File: config.mk
export PLATFORM = sky130hd
export DESIGN_NAME = pipeline_hazard_ctrl
export DESIGN_NICKNAME = d
export VERILOG_FILES = /design/src/rtl/pipeline_hazard_ctrl.sv
export SDC_FILE = /design/constraint.sdc
export NUM_CORES = 1
export LEC_CHECK = 0
export CORE_MARGIN = 1.5
export CORE_UTILIZATION = 55
export DETAILED_ROUTE_END_ITERATION = 7
export GPL_TIMING_DRIVEN = 0
export PLACE_DENSITY = 0.84
export SYNTH_ARGS = -nofsm -noshare
export SYNTH_HDL_FRONTEND = slang
export SYNTH_SLANG_ARGS = --single-unit
File: constraint.sdc
create_clock -name clk -period 2.6 [get_ports clk]
set_clock_uncertainty 0.05 [all_clocks]
set_input_delay 0.39 -clock clk [delete_from_list [all_inputs] [get_ports clk]]
set_output_delay 0.39 -clock clk [all_outputs]
set_load 0.005 [all_outputs]
File: src/rtl/pipeline_hazard_ctrl.sv
// Hazard and sequencing controller for the 5-stage datapath (IF, ID, EX, MEM, WB).
// Tracks in-flight destination registers, detects RAW hazards against the
// operands decoded in ID, and freezes the pipe while the data bus is busy.
// Optional build macro HAZARD_PERF_EN adds stall/bubble performance counters.
module pipeline_hazard_ctrl #(
  parameter bit RF_WRITE_THROUGH = 1'b0,
  parameter int BUS_TIMEOUT      = 16
) (
  input  logic       clk,
  input  logic       rst,
  input  logic       id_valid,
  input  logic [4:0] id_a_reg,
  input  logic [4:0] id_b_reg,
  input  logic       id_a_used,
  input  logic       id_b_used,
  input  logic       id_wb_en,
  input  logic [4:0] id_wb_reg,
  input  logic       bus_wait,
  output logic       pc_stall,
  output logic       ifid_stall,
  output logic       ex_bubble,
  output logic       pipe_freeze,
  output logic       bus_err,
  output logic [1:0] state
`ifdef HAZARD_PERF_EN
  ,
  output logic [31:0] stall_cycles,
  output logic [31:0] bubble_count
`endif
);

  typedef enum logic [1:0] {
    ST_RUN  = 2'd0,
    ST_RAW  = 2'd1,
    ST_WAIT = 2'd2,
    ST_ERR  = 2'd3
  } state_t;

  // Counter value seen on the last permitted wait cycle; the next edge errors out.
  localparam logic [7:0] TIMEOUT_LAST = 8'(BUS_TIMEOUT - 1);

  state_t     state_q;
  state_t     state_d;
  logic       bus_err_q;
  logic       err_set;
  logic [7:0] wait_cnt;

  // Scoreboard: _p0 = EX, _p1 = MEM, _p2 = WB
  logic       sb_vld_p0, sb_vld_p1, sb_vld_p2;
  logic [4:0] sb_reg_p0, sb_reg_p1, sb_reg_p2;

  logic hit_a;
  logic hit_b;
  logic raw;
  logic frz;

  // A source register hits when a valid older write to it is still in flight.
  // With a write-through register file the WB write is already visible to ID.
  function automatic logic reg_hit(
    input logic [4:0] r,
    input logic       v0,
    input logic [4:0] r0,
    input logic       v1,
    input logic [4:0] r1,
    input logic       v2,
    input logic [4:0] r2
  );
    logic hit;
    hit = (v0 && (r == r0)) || (v1 && (r == r1));
    if (!RF_WRITE_THROUGH) begin
      hit = hit || (v2 && (r == r2));
    end
    return (r != 5'd0) && hit;
  endfunction

  assign hit_a = reg_hit(id_a_reg, sb_vld_p0, sb_reg_p0, sb_vld_p1, sb_reg_p1,
                         sb_vld_p2, sb_reg_p2);
  assign hit_b = reg_hit(id_b_reg, sb_vld_p0, sb_reg_p0, sb_vld_p1, sb_reg_p1,
                         sb_vld_p2, sb_reg_p2);
  assign raw   = id_valid & ((id_a_used & hit_a) | (id_b_used & hit_b));

  // The scoreboard advances only when the back half of the pipe advances.
  assign frz   = (state_q == ST_ERR) | bus_wait;

  // Stall outputs and next state, by priority: freeze, then RAW, then run.
  always_comb begin
    state_d     = ST_RUN;
    err_set     = 1'b0;
    pc_stall    = 1'b0;
    ifid_stall  = 1'b0;
    ex_bubble   = 1'b0;
    pipe_freeze = 1'b0;
    if (state_q == ST_ERR) begin
      state_d     = ST_ERR;
      pc_stall    = 1'b1;
      ifid_stall  = 1'b1;
      pipe_freeze = 1'b1;
    end else if (bus_wait) begin
      pc_stall    = 1'b1;
      ifid_stall  = 1'b1;
      pipe_freeze = 1'b1;
      if (wait_cnt == TIMEOUT_LAST) begin
        state_d = ST_ERR;
        err_set = 1'b1;
      end else begin
        state_d = ST_WAIT;
      end
    end else if (raw) begin
      state_d    = ST_RAW;
      pc_stall   = 1'b1;
      ifid_stall = 1'b1;
      ex_bubble  = 1'b1;
    end
    if (rst) begin
      pc_stall    = 1'b0;
      ifid_stall  = 1'b0;
      ex_bubble   = 1'b0;
      pipe_freeze = 1'b0;
    end
  end

  // State register and sticky bus error flag.
  always_ff @(posedge clk or posedge rst) begin
    if (rst) begin
      state_q   <= ST_RUN;
      bus_err_q <= 1'b0;
    end else begin
      state_q   <= state_d;
      bus_err_q <= bus_err_q | err_set;
    end
  end

  // Consecutive bus_wait cycle counter, saturating at its maximum.
  always_ff @(posedge clk or posedge rst) begin
    if (rst) begin
      wait_cnt <= 8'd0;
    end else if (!bus_wait) begin
      wait_cnt <= 8'd0;
    end else if (wait_cnt != 8'hFF) begin
      wait_cnt <= wait_cnt + 8'd1;
    end
  end

  // Scoreboard valid bits: ID -> EX (_p0) -> MEM (_p1) -> WB (_p2); a RAW stall
  // injects an invalid bubble into EX.
  always_ff @(posedge clk or posedge rst) begin
    if (rst) begin
      sb_vld_p0 <= 1'b0;
      sb_vld_p1 <= 1'b0;
      sb_vld_p2 <= 1'b0;
    end else if (!frz) begin
      sb_vld_p0 <= id_valid & id_wb_en & (id_wb_reg != 5'd0) & ~raw;
      sb_vld_p1 <= sb_vld_p0;
      sb_vld_p2 <= sb_vld_p1;
    end
  end

  // Scoreboard register numbers: ID -> EX (_p0) -> MEM (_p1) -> WB (_p2);
  // only meaningful when the matching valid bit is set.
  always_ff @(posedge clk) begin
    if (!frz) begin
      sb_reg_p0 <= id_wb_reg;
      sb_reg_p1 <= sb_reg_p0;
      sb_reg_p2 <= sb_reg_p1;
    end
  end

  assign state   = state_q;
  assign bus_err = bus_err_q;

`ifdef HAZARD_PERF_EN
  // Free-running performance counters for PC stalls and EX bubbles.
  always_ff @(posedge clk or posedge rst) begin
    if (rst) begin
      stall_cycles <= 32'd0;
      bubble_count <= 32'd0;
    end else begin
      if (pc_stall) begin
        stall_cycles <= stall_cycles + 32'd1;
      end
      if (ex_bubble) begin
        bubble_count <= bubble_count + 32'd1;
      end
    end
  end
`endif

endmodule

# Word level (Yosys, flattened, before mapping)
# Index checks and enable logic that the tools add are counted.
op_classes:
  add_sub_neg: 1
  mul: 0
  div: 0
  n_lt_le_gt_ge: 0
  n_eq_ne: 10
  n_shift: 0
  muxes: 19
  n_bitwise: 10
  n_reduce_logical: 15
op_table:
  columns: ["operator", "count"]
  rows:
  - ["== test 5 bit", 6]
  - ["2-to-1 mux 8 bit", 2]
  - ["2-to-1 mux 1 bit", 15]
  - ["nonzero test 5 bit", 3]
  - ["adder 8 x 1 -> 8 bit, second input constant", 1]
  - ["== test 8 x 4 -> 1 bit, second input constant", 1]
  - ["logical AND 1 bit", 8]
  - ["!= test 8 bit, second input constant", 1]
  - ["bitwise AND 1 bit", 6]
  - ["logical OR 1 bit", 4]
  - ["2-to-1 mux 2 bit", 2]
  - ["bitwise OR 1 bit", 3]
  - ["== test 2 bit, second input constant", 1]
  - ["!= test 2 x 1 -> 1 bit, second input constant", 1]
  - ["NOT 1 bit", 1]
totals:
  reg_bits: 29
  latchBits: 0
  ram_bits: 0
  mem_bits_ro: 0
  input_bits: 22
  out_inout_bits: 7
  wordCells: 64
  memories: 0

# Longest topological paths before layout
depth:
  ltp_word: 12
  mapped_depth: 7
  depth_no_buf: 7

# Worst setup path after synthesis
# No wires, ideal clock.
synth_path:
  path_type: "input to output"
  start: "input id_a_reg[1]"
  end: "output pc_stall"
  t_arrival_ns: 1.556
  t_required_ns: 2.160
  setup_slack_ns: 0.604
  cell_stages: 5
  n_path_buf: 1
  path_cell_list: "or3_1 > o311a_1 > a22oi_2 > a21oi_1 > buf_4"
synth_via:
  elab_chain_len: 12
  word_cells_on_any_way: 17
  classes_between: "eq/ne (3); mux (4); bitwise (3); reduce/logical (7)"
synth_lines:
  columns: ["element", "line_no", "text"]
  rows:
  - ["from (decl)", "12", "input logic [4:0] id_a_reg,"]
  - ["== test 5 bit", "69", "hit = (v0 && (r == r0)) || (v1 && (r == r1));"]
  - ["logical AND 1 bit", "69", null]
  - ["logical OR 1 bit", "69", null]
  - ["logical OR 1 bit", "71", "hit = hit || (v2 && (r == r2));"]
  - ["logical AND 1 bit (*)", "73", "return (r != 5'd0) && hit;"]
  - ["bitwise AND 1 bit (*)", "80", "assign raw = id_valid & ((id_a_used & hit_a) | (id_b_used & hit_b));"]
  - ["bitwise OR 1 bit (*)", "80", null]
  - ["bitwise AND 1 bit (*)", "80", null]
  - ["2-to-1 mux 1 bit (*) (4 in a row)", null, null]
  - ["to (decl)", "19", "output logic pc_stall,"]
# Every way passes the cells marked *; elsewhere a longest branch is shown, timed or not.

# Final worst setup path
layout_path:
  start: "register sb_reg_p0[4]"
  end: "output ex_bubble"
layout_via:
  elab_chain_len: 12
  word_cells_on_any_way: 18
  classes_between: "eq/ne (2); mux (4); bitwise (4); reduce/logical (8)"
layout_lines:
  columns: ["element", "line_no", "text"]
  rows:
  - ["from (decl)", "50", "logic [4:0] sb_reg_p0, sb_reg_p1, sb_reg_p2;"]
  - ["from (signal assigned)", "162", "sb_reg_p0 <= id_wb_reg;"]
  - ["== test 5 bit", "69", null]
  - ["logical AND 1 bit", "69", null]
  - ["logical OR 1 bit", "69", null]
  - ["logical OR 1 bit", "71", null]
  - ["logical AND 1 bit", "73", null]
  - ["bitwise AND 1 bit", "80", null]
  - ["bitwise OR 1 bit (*)", "80", null]
  - ["bitwise AND 1 bit (*)", "80", null]
  - ["2-to-1 mux 1 bit (*)", "108", "end else if (raw) begin"]
  - ["2-to-1 mux 1 bit (*)", "98", "end else if (bus_wait) begin"]
  - ["2-to-1 mux 1 bit (*)", "93", "if (state_q == ST_ERR) begin"]
  - ["2-to-1 mux 1 bit (*)", "114", "if (rst) begin"]
  - ["to (decl)", "21", "output logic ex_bubble,"]
# Marked as above.

==> metrics.md <==
| Metric | Value |
|---|---|
| Status | `completed` |
| Post-DP HPWL | `between 2000 and 2500 um` |
| Max cap viols | `0` |
| Design area | `1960 um^2` |
| Ports | `29` |
| Clk buf depth | `2` |
| Post-synth top cells | `xor2_1 (25), edfxtp_1 (15), dfrtp_1 (14), nand3_1 (13), nand2_1 (10)` |
| Avg Vias per Cell | `between 5 and 6` |
| Post-synthesis sequential area ratio | `0.532` |
| Grt ovf | `0` |
| Crit Path Max Fanout | `3` |
| Clock Latency Late Sink | `0.33 ns` |
| Worst r2r src | `sb_reg_p0[4]` |
| Slew Limit Fails | `0` |
| # rows | `18` |
| Drt drc | `0` |
| Clock-pin transition on the worst setup and hold timing paths | `0.10 ns` |
| Post-synth top flop | `edfxtp_1` |
| Via count | `1206` |
| Hold-fix buffers, CTS | `0` |
| Synth Area in Adders | `0.00831` |
| H-tree depth | `2` |
| Number of antenna repair diodes | `0` |
| Synthesized area per cell | `11.2 um^2` |
| Xor/xnor share of the synthesized area | `0.198` |
| Largest family of logic cells by synthesized area | `XOR/XNOR gates` |
| TritonRoute pass-1 iters | `4` |
| DR iter-0 viols | `54` |
| Req. time, crit path | `2.16 ns` |
| Number of flops mapped to enable cells by yosys | `15` |
| GRT Total Usage | `0.263` |
| Slew margin rel. | `0.631` |
| Worst Setup SP | `sb_reg_p0[4]` |
| Max VDD drop | `around 0.00045 V` |
| Filler instances | `168` |
| Die X | `55.3 um` |
| CTS tree | `yes` |
| Syn Nets | `between 150 and 200` |
| Root buf cell | `clkbuf_4` |
| Dpl cell area | `around 1800 um^2` |
| Max Clock Freq | `about 400 MHz` |
| CTS buffer count | `5` |
| Yosys warning count | `0` |
| Setup_tns | `0 ns` |
| Largest net degree at the start of global routing | `15` |
| WHS Path Cells | `1` |
| Leak | `just over 0.0008 uW` |
| Arrival time at the worst endpoint | `2.05 ns` |
| Antenna violations before repair | `0` |
| Period utilization | `0.957` |
| Final setup viols | `0` |
| Non-Filler Instances | `206` |
| Drt wl/cell | `18.0 um` |
| Routability-driven placement congestion ratio | `0.862` |
| Mux contribution to synthesized area | `0.00665` |
| CP Capture Type | `primary output` |
| Hold/Removal Path Class | `reg2reg` |
| Crit Path Category | `reg2out` |
| Synth Area in Compound Gates | `0.0690` |
| Min Tclk post-route | `~2.5 ns` |
| PwrDens | `just over 500 nW/um^2` |
| Chip Height | `approximately 55 um` |
| Count leader, synth | `xor2_1` |
| Biggest area consumer among synthesized cells | `edfxtp_1` |
| Global-route wire length before repair | `6030 um` |
| Num Clock Sinks | `29` |
| Synthesized cell area | `1510 um^2` |
| Hold path startpoint | `bus_err` |
| Die Area | `3060 um^2` |
| PortBufs | `28` |
| Share of post-route cells with drive strength above 1 | `0.148` |
| Cells after synthesis | `134` |
| Routed Antenna Nets | `0` |
| Async S/R FF share, synth | `0.483` |
| Synth Area in Simple Gates | `0.174` |
| Flops & latches, synth | `29` |
| Tightest Pin Transition | `0.552 ns` |
| Distinct cells, synth | `29` |
| CORE AREA | `2520 um^2` |
| Post-Place Cells | `192` |
| Synth top area cells | `edfxtp_1 (30%), dfrtp_1 (23%), xor2_1 (15%), xnor2_1 (5.2%), nand3_1 (4.3%)` |
| Worst R2R Path Depth | `7` |
| Startpoint types | `register` |
| Total wire length | `approximately 3700 um` |
| Vias in the first global route | `about 1200` |
| P&R area growth vs syn | `29.9%` |
| Final nets | `~200` |
| Starting density of the core | `0.597` |
| Yosys top cell area share | `0.299` |
| Final Hold Fails | `0` |
-- timing repair --
item | 4_1_cts | 5_1_grt
endpoints found under the setup margin | 4 | 3
hold endpoints to repair | 0 | 0
resized for setup | 21 | 6
pin swaps | 7 | 7
gates cloned | 1 | 0
setup buffers | 4 | 2
-- worst max-delay path: stages, from the launching register on --
cell and delay, ns:
edfxtp_1 0.45, xor2_1 0.18, nor4_1 0.33, nand3_1 0.15, nand3_2 0.10, a22oi_2 0.10, buf_4 0.15, nor3_1 0.12
clkbuf_2 0.14
-- power by group --
part           switching [uW]  internal [uW]  total (uW)
clock network             160            161         321
registers                23.9            511         535
logic                    73.9           71.4         145
-- logic make-up (layout without fill, tap and decap cells) --
family                   after synthesis  in the layout
multiplexers                           1              1
flip-flops                            29             29
AO/OA/AOI/OAI                         14             14
XOR/XNOR                              34             34
adder cells (fa/ha/maj)                1              1
buffers and inverters                  4             46
AND/OR/NAND/NOR                       51             51
-- per-stage QoR --
step                      power, uW  hold slack, ns  worst slack (ns)   util
final                          1000           0.444             0.112  0.775
after global routing           1050           0.464       -0.00000488  0.775
after CTS                       999           0.446            0.0104  0.767
after detailed placement        678           0.421            -0.607  0.723
after global placement          669           0.395            -0.528  0.723
after floorplan                 604           0.229             0.604      -
-- layer usage --
layer | vias up | track usage | routed length, um
met5 | - | 0 | 0
met4 | 0 | 0.0941 | 81
met3 | 9 | 0.0703 | 275
met2 | 53 | 0.432 | 1830
met1 | 581 | 0.335 | 1510
li1 | 563 | - | -
-- cell type report --
type                            count  area (um^2)  area share
Sequential cell                    29          801       0.409
Multi-Input combinational cell    101          719       0.368
Timing Repair Buffer               34          304       0.155
Clock buffer                        7         66.3      0.0339
Tap cell                           30         37.5      0.0192
Inverter                            2         11.3     0.00576
Buffer                              1         7.51     0.00384
Timing Repair inverter              1         5.00     0.00256
Clock inverter                      1         3.75     0.00192
-- worst paths after layout --
kind | slack (ns) | to
worst max-delay path | 0.11 | ex_bubble
worst min register to register | 0.44 | bus_err
max in group asynchronous | 1.67 | wait_cnt[1]
min in group asynchronous | 0.45 | state[0]
worst min-delay path | 0.44 | bus_err
worst max register to register | 0.89 | state[0]
-- sequential cells by signal, indices dropped and copies added (netlist names) --
name       flops
state          2
wait_cnt       8
sb_vld_p1      1
sb_reg_p0      5
bus_err        1
sb_reg_p1      5
sb_reg_p2      5
sb_vld_p2      1
sb_vld_p0      1
-- cell usage in the layout (no fill, tap or decap), types with 2 or more instances in the layout --
master / instances
a21oi_1: 2
and2_1: 4
buf_4: 8
clkbuf_4: 5
clkdlybuf4s50_1: 14
dfrtp_1: 14
dlygate4sd2_1: 11
edfxtp_1: 15
nand2_1: 10
nand2b_1: 2
nand3_1: 11
nand3_2: 2
nor2_1: 6
nor3_1: 4
nor4_1: 4
nor4_2: 2
o21ai_0: 3
o311a_1: 2
xnor2_1: 9
xor2_1: 25
Note: power is estimated with default switching activity, not from simulation.
